## src/rtl/outpkt_header.sv

```systemverilog
// Transmit framer for packet protocol v1: header, header checksum,
// payload pass-through and data checksum onto the host byte stream.
module outpkt_header #(
    parameter int VERSION = 1,
    parameter int PKT_MAX_LEN = 65536,
    parameter int PKT_MAX_TYPE = 3,
    localparam int PKT_LEN_MSB = $clog2(PKT_MAX_LEN + 1) - 1,
    localparam int PKT_TYPE_MSB = $clog2(PKT_MAX_TYPE + 1) - 1
) (
    input  logic                  CLK,
    input  logic                  RST_N,
    input  logic                  pkt_start,
    input  logic [PKT_TYPE_MSB:0] pkt_type,
    input  logic [15:0]           pkt_id,
    input  logic [PKT_LEN_MSB:0]  pkt_len,
    output logic                  pkt_start_ack,
    input  logic [7:0]            din,
    input  logic                  din_empty,
    output logic                  din_rd_en,
    output logic [7:0]            dout,
    output logic                  dout_valid,
    input  logic                  rd_en,
    output logic                  busy,
    output logic                  pkt_done,
    output logic                  err_pkt_type,
    output logic                  err_pkt_len
);

    typedef enum logic [2:0] {
        S_IDLE,
        S_HDR,
        S_CSUM_HDR,
        S_DATA,
        S_CSUM_DATA
    } state_t;

    state_t                  state;
    logic [PKT_TYPE_MSB:0]   lat_type;
    logic [15:0]             lat_id;
    logic [PKT_LEN_MSB:0]    lat_len;
    logic [3:0]              byte_idx;
    logic [1:0]              cnt;
    logic [PKT_LEN_MSB:0]    data_cnt;
    logic [31:0]             sum;

    logic [23:0] len24;
    logic [7:0]  hdr_byte;
    logic [31:0] nsum;
    logic [7:0]  csum_byte;
    logic [1:0]  byte_pos;
    logic [31:0] add_word;
    logic        take;
    logic        type_bad;
    logic        len_bad;

    assign len24     = 24'(lat_len);
    assign nsum      = ~sum;
    assign csum_byte = nsum[{cnt, 3'b000} +: 8];
    assign take      = dout_valid & rd_en;
    assign busy      = (state != S_IDLE);
    assign din_rd_en = (state == S_DATA) & rd_en & ~din_empty;

    assign type_bad = (pkt_type == '0) ||
                      (32'(pkt_type) > 32'(PKT_MAX_TYPE));
    assign len_bad  = (pkt_len == '0) ||
                      (32'(pkt_len) > 32'(PKT_MAX_LEN));

    // Both checksums are little-endian word sums, so the byte lane
    // comes from the position within the current section.
    assign byte_pos = (state == S_HDR) ? byte_idx[1:0] : data_cnt[1:0];
    assign add_word = {24'd0, dout} << {byte_pos, 3'b000};

    always_comb begin
        hdr_byte = 8'h00;
        case (byte_idx)
            4'd0:    hdr_byte = 8'(VERSION);
            4'd1:    hdr_byte = 8'(lat_type);
            4'd4:    hdr_byte = len24[7:0];
            4'd5:    hdr_byte = len24[15:8];
            4'd6:    hdr_byte = len24[23:16];
            4'd8:    hdr_byte = lat_id[7:0];
            4'd9:    hdr_byte = lat_id[15:8];
            default: hdr_byte = 8'h00;
        endcase
    end

    always_comb begin
        dout       = 8'h00;
        dout_valid = 1'b0;
        unique case (1'b1)
            (state == S_HDR): begin
                dout       = hdr_byte;
                dout_valid = 1'b1;
            end
            (state == S_CSUM_HDR),
            (state == S_CSUM_DATA): begin
                dout       = csum_byte;
                dout_valid = 1'b1;
            end
            (state == S_DATA): begin
                dout       = din;
                dout_valid = ~din_empty;
            end
            default: ;
        endcase
    end

    always_ff @(posedge CLK or negedge RST_N) begin
        if (!RST_N) begin
            state         <= S_IDLE;
            lat_type      <= '0;
            lat_id        <= '0;
            lat_len       <= '0;
            byte_idx      <= '0;
            cnt           <= '0;
            data_cnt      <= '0;
            sum           <= '0;
            pkt_start_ack <= 1'b0;
            pkt_done      <= 1'b0;
            err_pkt_type  <= 1'b0;
            err_pkt_len   <= 1'b0;
        end else begin
            pkt_start_ack <= 1'b0;
            pkt_done      <= 1'b0;
            case (state)
                S_IDLE: begin
                    // The requester still holds pkt_start during the
                    // ack cycle, so that cycle must not re-accept.
                    if (pkt_start && !pkt_start_ack) begin
                        pkt_start_ack <= 1'b1;
                        lat_type      <= pkt_type;
                        lat_id        <= pkt_id;
                        lat_len       <= pkt_len;
                        sum           <= '0;
                        if (type_bad) err_pkt_type <= 1'b1;
                        if (len_bad)  err_pkt_len  <= 1'b1;
                        if (!type_bad && !len_bad) begin
                            state    <= S_HDR;
                            byte_idx <= '0;
                        end
                    end
                end
                S_HDR: begin
                    if (take) begin
                        sum <= sum + add_word;
                        if (byte_idx == 4'd9) begin
                            state <= S_CSUM_HDR;
                            cnt   <= '0;
                        end else begin
                            byte_idx <= byte_idx + 4'd1;
                        end
                    end
                end
                S_CSUM_HDR: begin
                    if (take) begin
                        if (cnt == 2'd3) begin
                            sum      <= '0;
                            state    <= S_DATA;
                            data_cnt <= '0;
                        end else begin
                            cnt <= cnt + 2'd1;
                        end
                    end
                end
                S_DATA: begin
                    if (take) begin
                        sum      <= sum + add_word;
                        data_cnt <= data_cnt + 1'b1;
                        if (data_cnt == lat_len - 1'b1) begin
                            state <= S_CSUM_DATA;
                            cnt   <= '0;
                        end
                    end
                end
                S_CSUM_DATA: begin
                    if (take) begin
                        if (cnt == 2'd3) begin
                            sum      <= '0;
                            state    <= S_IDLE;
                            pkt_done <= 1'b1;
                        end else begin
                            cnt <= cnt + 2'd1;
                        end
                    end
                end
                default: state <= S_IDLE;
            endcase
        end
    end

endmodule

```

## config.mk

```make
export PLATFORM = sky130hd
export DESIGN_NAME = outpkt_header
export DESIGN_NICKNAME = d
export VERILOG_FILES = /design/src/rtl/outpkt_header.sv
export SDC_FILE = /design/constraint.sdc
export NUM_CORES = 1
export LEC_CHECK = 0
export BUFFER_PORTS_ARGS = -buffer_cell sky130_fd_sc_hd__buf_2
export CAP_MARGIN = 20
export CORE_UTILIZATION = 50
export CTS_CLUSTER_SIZE = 25
export DETAILED_ROUTE_END_ITERATION = 8
export PLACE_DENSITY = 0.69
export SYNTH_ARGS = -nofsm -noshare
export SYNTH_HDL_FRONTEND = slang
export SYNTH_SLANG_ARGS = --single-unit
export TNS_END_PERCENT = 50
```

## constraint.sdc

```tcl
create_clock -name CLK -period 5.1 [get_ports CLK]
set_clock_uncertainty 0.15 [all_clocks]
set_input_delay 0 -clock CLK [delete_from_list [all_inputs] [get_ports CLK]]
set_output_delay 0 -clock CLK [all_outputs]
set_load 0.01 [all_outputs]
```

; ---- After elaboration in Yosys (flattened, before gate mapping)
; Cells that the tools add are included.
[op_classes]
n_addsub = 5
magnitude_cmp = 1
eq_ne = 27
shift = 2
muxes = 41
n_bitwise = 5
reduce_logical = 26
[op_table]
columns = operator, n
row1 = 32-bit two-way mux, 4
row2 = 32-bit one-hot mux with 3 select lines, 1
row3 = 8-bit one-hot mux with 7 select lines, 1
row4 = 17-bit two-way mux, 3
row5 = 17-bit one-hot mux with 2 select lines, 1
row6 = 32-bit adder, 1
row7 = 32-bit NOT, 1
row8 = 32-bit by 6-bit indexed part select with 8-bit output, 1
row9 = 8-bit by 5-bit left shift with 32-bit output, 1
row10 = 3-bit two-way mux, 10
row11 = 8-bit one-hot mux with 3 select lines, 1
row12 = 17-bit by 1-bit adder with 17-bit output (second input constant), 1
row13 = 17-bit equality test, 1
row14 = 17-bit greater-than comparator (second input constant), 1
row15 = 17-bit logical NOT, 1
row16 = 17-bit by 1-bit subtractor with 17-bit output (second input constant), 1
row17 = 4-bit two-way mux, 4
row18 = 2-bit != test (second input constant), 8
row19 = 3-bit one-hot mux with 5 select lines, 1
row20 = 2-bit two-way mux, 7
row21 = 2-bit by 1-bit != test with 1-bit output (second input constant), 7
row22 = 4-bit by 3-bit equality test with 1-bit output (second input constant), 3
row23 = 10-bit AND reduction, 1
row24 = 5-bit AND reduction, 2
row25 = other kinds (28), 44
[word_totals]
reg_bits = 97
inputBits = 48
output_inout_bits = 15
wordCells = 119

; ---- Depth between registers and ports, before layout
[depth]
depth_word = 7
mapped_depth = 18

; ---- Least setup slack after synthesis
; Ideal clock, no wire load.
[synth_path]
kind = reg2reg
startpoint = reg byte_idx[2]
endpoint = reg sum[28]
setup_ns = 0.131
arrival_ns = 4.053
required_time_ns = 4.819
slack_ns = 0.766
stages_incl_launch_ff = 17
path_buffers = 1
period_less_slack_ns = 4.334
path_cell_list = dfrtp_1 > clkbuf_1 > mux2_2 > a21oi_1 > o2111ai_1 > a221oi_1 > nor2_1 > ha_1 > fa_1 > a21o_1 > a311o_1 > o2111ai_1 > nand4_1 > a21oi_1 > o21ai_0 > and3_1 > or3_1
[synth_between]
elab_chain_cells = 7
elab_cells_between_ends = 13
[synth_lines]
columns = element, line
row1 = from (decl), 41  ; logic [3:0] byte_idx;
row2 = from (signal assigned), 150  ; byte_idx <= byte_idx + 4'd1;
row3 = 4-bit equality test (tied with other cells), 75  ; case (byte_idx)
row4 = 8-bit one-hot mux with 7 select lines (*), 75
row5 = 8-bit one-hot mux with 3 select lines (*), 90  ; unique case (1'b1)
row6 = 8-bit by 5-bit left shift with 32-bit output (*), 71  ; assign add_word = {24'd0, dout} << {byte_pos, 3'b000};
row7 = 32-bit adder (*), "145, 167"
row8 = 32-bit two-way mux (*), "144, 166"
row9 = 32-bit one-hot mux with 3 select lines (*), 125  ; case (state)
row10 = to (signal assigned), 145  ; sum <= sum + add_word;
row11 = to (signal assigned), 167  ; sum <= sum + add_word;
row12 = to (decl), 44  ; logic [31:0] sum;
; Every way passes the cells marked *; elsewhere a longest branch is shown, timed or not. The select of a mux whose other input is x is not followed.
; A chain may end at the register's enable or synchronous reset.

; ---- Worst setup path after layout
[layout_path]
startpoint = reg byte_idx[0]
endpoint = reg sum[28]
[layout_between]
elab_chain_cells = 7
elab_cells_between_ends = 14
[layout_lines]
columns = element, line
row1 = 4-bit equality test (tied with other cells), 75
row2 = 8-bit one-hot mux with 7 select lines, 75
row3 = 8-bit one-hot mux with 3 select lines, 90
row4 = 8-bit by 5-bit left shift with 32-bit output (*), 71
row5 = 32-bit adder (*), "145, 167"
row6 = 32-bit two-way mux (*), "144, 166"
row7 = 32-bit one-hot mux with 3 select lines (*), 125
; Marked as above.

==> metrics <==
critical path peak fanout 14; die height ~120 um; Iter 0 DRT Violations 436; worst slew pin tran about 0.89 ns; Synth top area share about a third; hpwl dp ~15000 um; Synth Cell Area 0.00717 sq mm; Finished Cell Area roughly 0.0085 sq mm; Root Driver clkbuf_16; Req. time, crit path roughly 5.2 ns; CTS tree built; sequential power share about a third; endpoints failing hold 0; outcome finished clean; layout cells sized above 1 around 14%; sequential share of the synthesized area between 30% and 40%; Net Sw Frac 44.5%; proportion of power drawn by combinational gates 48.6%; number of remaining DRC errors 0; number of antenna violations at the first check in global routing 0; number of library cell types mapped by synthesis approximately 70; Reg clk slew, reported paths about 0.080 ns; Buffers on Ports 62; Setup crit end kind flip-flop; CP Data Arrival Time 4.84 ns; synthesized area per cell about 8 sq um; Reg-to-Reg Start byte_idx[0]; FF-to-FF setup slack 0.35 ns; H-tree Lvls 3; Vias/cell roughly 5.8; die area ~0.015 sq mm; final setup vio count 0; CTS max path bufs 2; type of the worst setup path reg2reg; Synth Net Count 958; slew margin rel. 40.4%; CTS Sinks 97; Tcrit/Tclk final approximately 93%; RePlAce Congestion 0.991; CORE AREA approximately 0.014 sq mm; sw power 0.00192 W; Synth area leaders dfrtp_1 (34%), nand2_1 (8.9%), ha_1 (6.6%); Tot GR Track Use approximately 29%; Simple-Gate Fraction of Synth Area between 20% and 30%; DR WL/cell between 15 and 20 um; post-synthesis mux area share about 3.7%; Ys Warns 0; max-slew violations 0; Synth Area in Adders ~6.9%; Static Leakage around 4 nW; CTS Buf Count 9; PD cells 510 mW/mm^2; first-pass GRT wire length 32800 um; RSZ-0062 raised after global routing no; Worst Hold Class in2async; power share of the clock group 17.1%; Final Critical Period about 4.7 ns; synthesized flop and latch total 97; Net count, final 1054; Max Cap Viol 0; R2R depth 17; Reg area approximately 0.0024 sq mm; Synth area leader dfrtp_1; commonest non-fill, non-tap cell in the layout nand2_1; vias in the first global route roughly 6400; via count around 6700; largest family of logic cells by synthesized area simple AND/OR/NAND/NOR gates; Setup TNS 0 ns; Max VDD drop about 270 uV; startpoint types flip-flop; EDFF count, synth 0; postcts setup bufs 0; n_diodes 0; post-synthesis compound-gate area fraction about 21%; Layout area overhead 18.3%; XOR/XNOR Fraction of Synth Area a little under 7%; # fillers ~1300; worst reg2reg endpoint sum[28]; Fmax roughly 210 MHz; Post-Syn Instances slightly below 900; DRT antenna net count 0; most frequent cells in the layout nand2_1 (169), dfrtp_1 (97), nor2_1 (82); post-synthesis async set-or-reset flop share 100%; clock latency on the worst-skew pair 0.36 ns; Total Routed Length just over 20000 um; largest net degree at the start of global routing 61; P_int ~0.0024 W; Site Rows between 40 and 50; initial cell density of the core about half; Remaining Overflow, GRT 0; multi-input logic area between 0.004 and 0.005 sq mm; # IOs 63; Post-Place Cell Area between 0.007 and 0.008 sq mm; die width 122 um; drt pass-1 iters 5; main flop type after synthesis dfrtp_1
[layout make-up]
| cell class | count | share of cell area, % |
|---|---|---|
| tap | 180 | 2.66 |
| sequential | 97 | 28.6 |
| clock inverter | 7 | 1.09 |
| inverter | 26 | 1.15 |
| timing repair buffer | 123 | 10.4 |
| clock buffer | 9 | 2.66 |
| multi-input combinational | 710 | 53.4 |
[Yosys cell counts (13+ instances only)]
cell type  count
nand2_1      169
dfrtp_1       97
nor2_1        83
o21ai_0       57
a21oi_1       48
ha_1          38
xor2_1        35
clkbuf_1      33
inv_1         26
xnor2_1       20
nor3_1        18
a21o_1        14
or3_1         13
[metrics by stage]
| step | cells | setup WS, ns | hold WS [ns] | util [%] | power [W] |
|---|---|---|---|---|---|
| 2_1_floorplan | 871 | 0.766 | -0.446 | - | 0.00292 |
| 6_report | 1152 | 0.352 | 0.00601 | 60.8 | 0.00432 |
| 3_5_place_dp | 1096 | -0.0364 | -0.149 | 55.4 | 0.00352 |
| 4_1_cts | 1150 | 0.169 | 0.0241 | 60.5 | 0.00430 |
| 5_1_grt | 1152 | 0.0805 | 0.0616 | 60.8 | 0.00465 |
| 3_3_place_gp | 1096 | 0.180 | -0.151 | 55.4 | 0.00350 |
[kinds of logic after synthesis]
kind of cell / Yosys count
AOI/OAI and AO/OA: 223
xor gates and xnor gates: 55
adders and majority gates: 39
buffers and inverters: 64
DFF: 97
muxes: 16
and+or+nand+nor: 377
[worst max-delay path, cell delays in order, from the launching register on]
cell and delay, ns:
dfrtp_1 0.43, inv_1 0.16, ha_1 0.40, a211oi_1 0.29, a211o_1 0.14, inv_1 0.13
a221oi_4 0.38, nor2_1 0.09, ha_1 0.22, fa_1 0.40, a21o_1 0.21, a311o_1 0.36
o2111ai_1 0.14, nand4_1 0.17, a21oi_2 0.25, o21ai_0 0.18, and3_1 0.21, or3_1 0.33
[how the worst max path moves through the flow]
| stage | from | end | slack [ns] | depth (start not counted) |
|---|---|---|---|---|
| 2_1_floorplan | byte_idx[2] | sum[28] | 0.77 | 16 |
| 3_3_place_gp | byte_idx[0] | sum[28] | 0.18 | 17 |
| 3_5_place_dp | byte_idx[0] | sum[28] | -0.04 | 17 |
| 4_1_cts | byte_idx[0] | sum[28] | 0.17 | 17 |
| 5_1_grt | byte_idx[0] | sum[28] | 0.08 | 17 |
| 6_report | byte_idx[0] | sum[28] | 0.35 | 17 |
[per-layer routing]
layer  wire length, um  GRT usage, %  up-vias
li1                  -             -     3295
met1              9000          36.7     3155
met2             10000          49.5      203
met3              1050          5.01       40
met4               581          10.1        0
met5                 0             0        -
[repair_timing]
action / 4_1_cts / 5_1_grt
hold endpoints to repair: 77 / 0
hold buffers: 38 / 0
setup endpoints to repair: 1 / 1
gates resized for setup: 1 / 2
[sequential cells by signal, summed over array words and instances (netlist names)]
| name | cells |
|---|---|
| lat_len | 17 |
| lat_type | 2 |
| lat_id | 16 |
| err_pkt_type | 1 |
| pkt_done | 1 |
| pkt_start_ack | 1 |
| state | 3 |
| sum | 32 |
| cnt | 2 |
| data_cnt | 17 |
| err_pkt_len | 1 |
| byte_idx | 4 |
[power by group through the flow]
stage	Combinational [W]	Sequential, W	Clock, W
6_report	0.00210	0.00148	0.000740
5_1_grt	0.00235	0.00152	0.000782
4_1_cts	0.00208	0.00147	0.000749
3_5_place_dp	0.00204	0.00148	0
3_3_place_gp	0.00201	0.00148	0
2_1_floorplan	0.00165	0.00128	0
(Power assumes the default switching activity.)
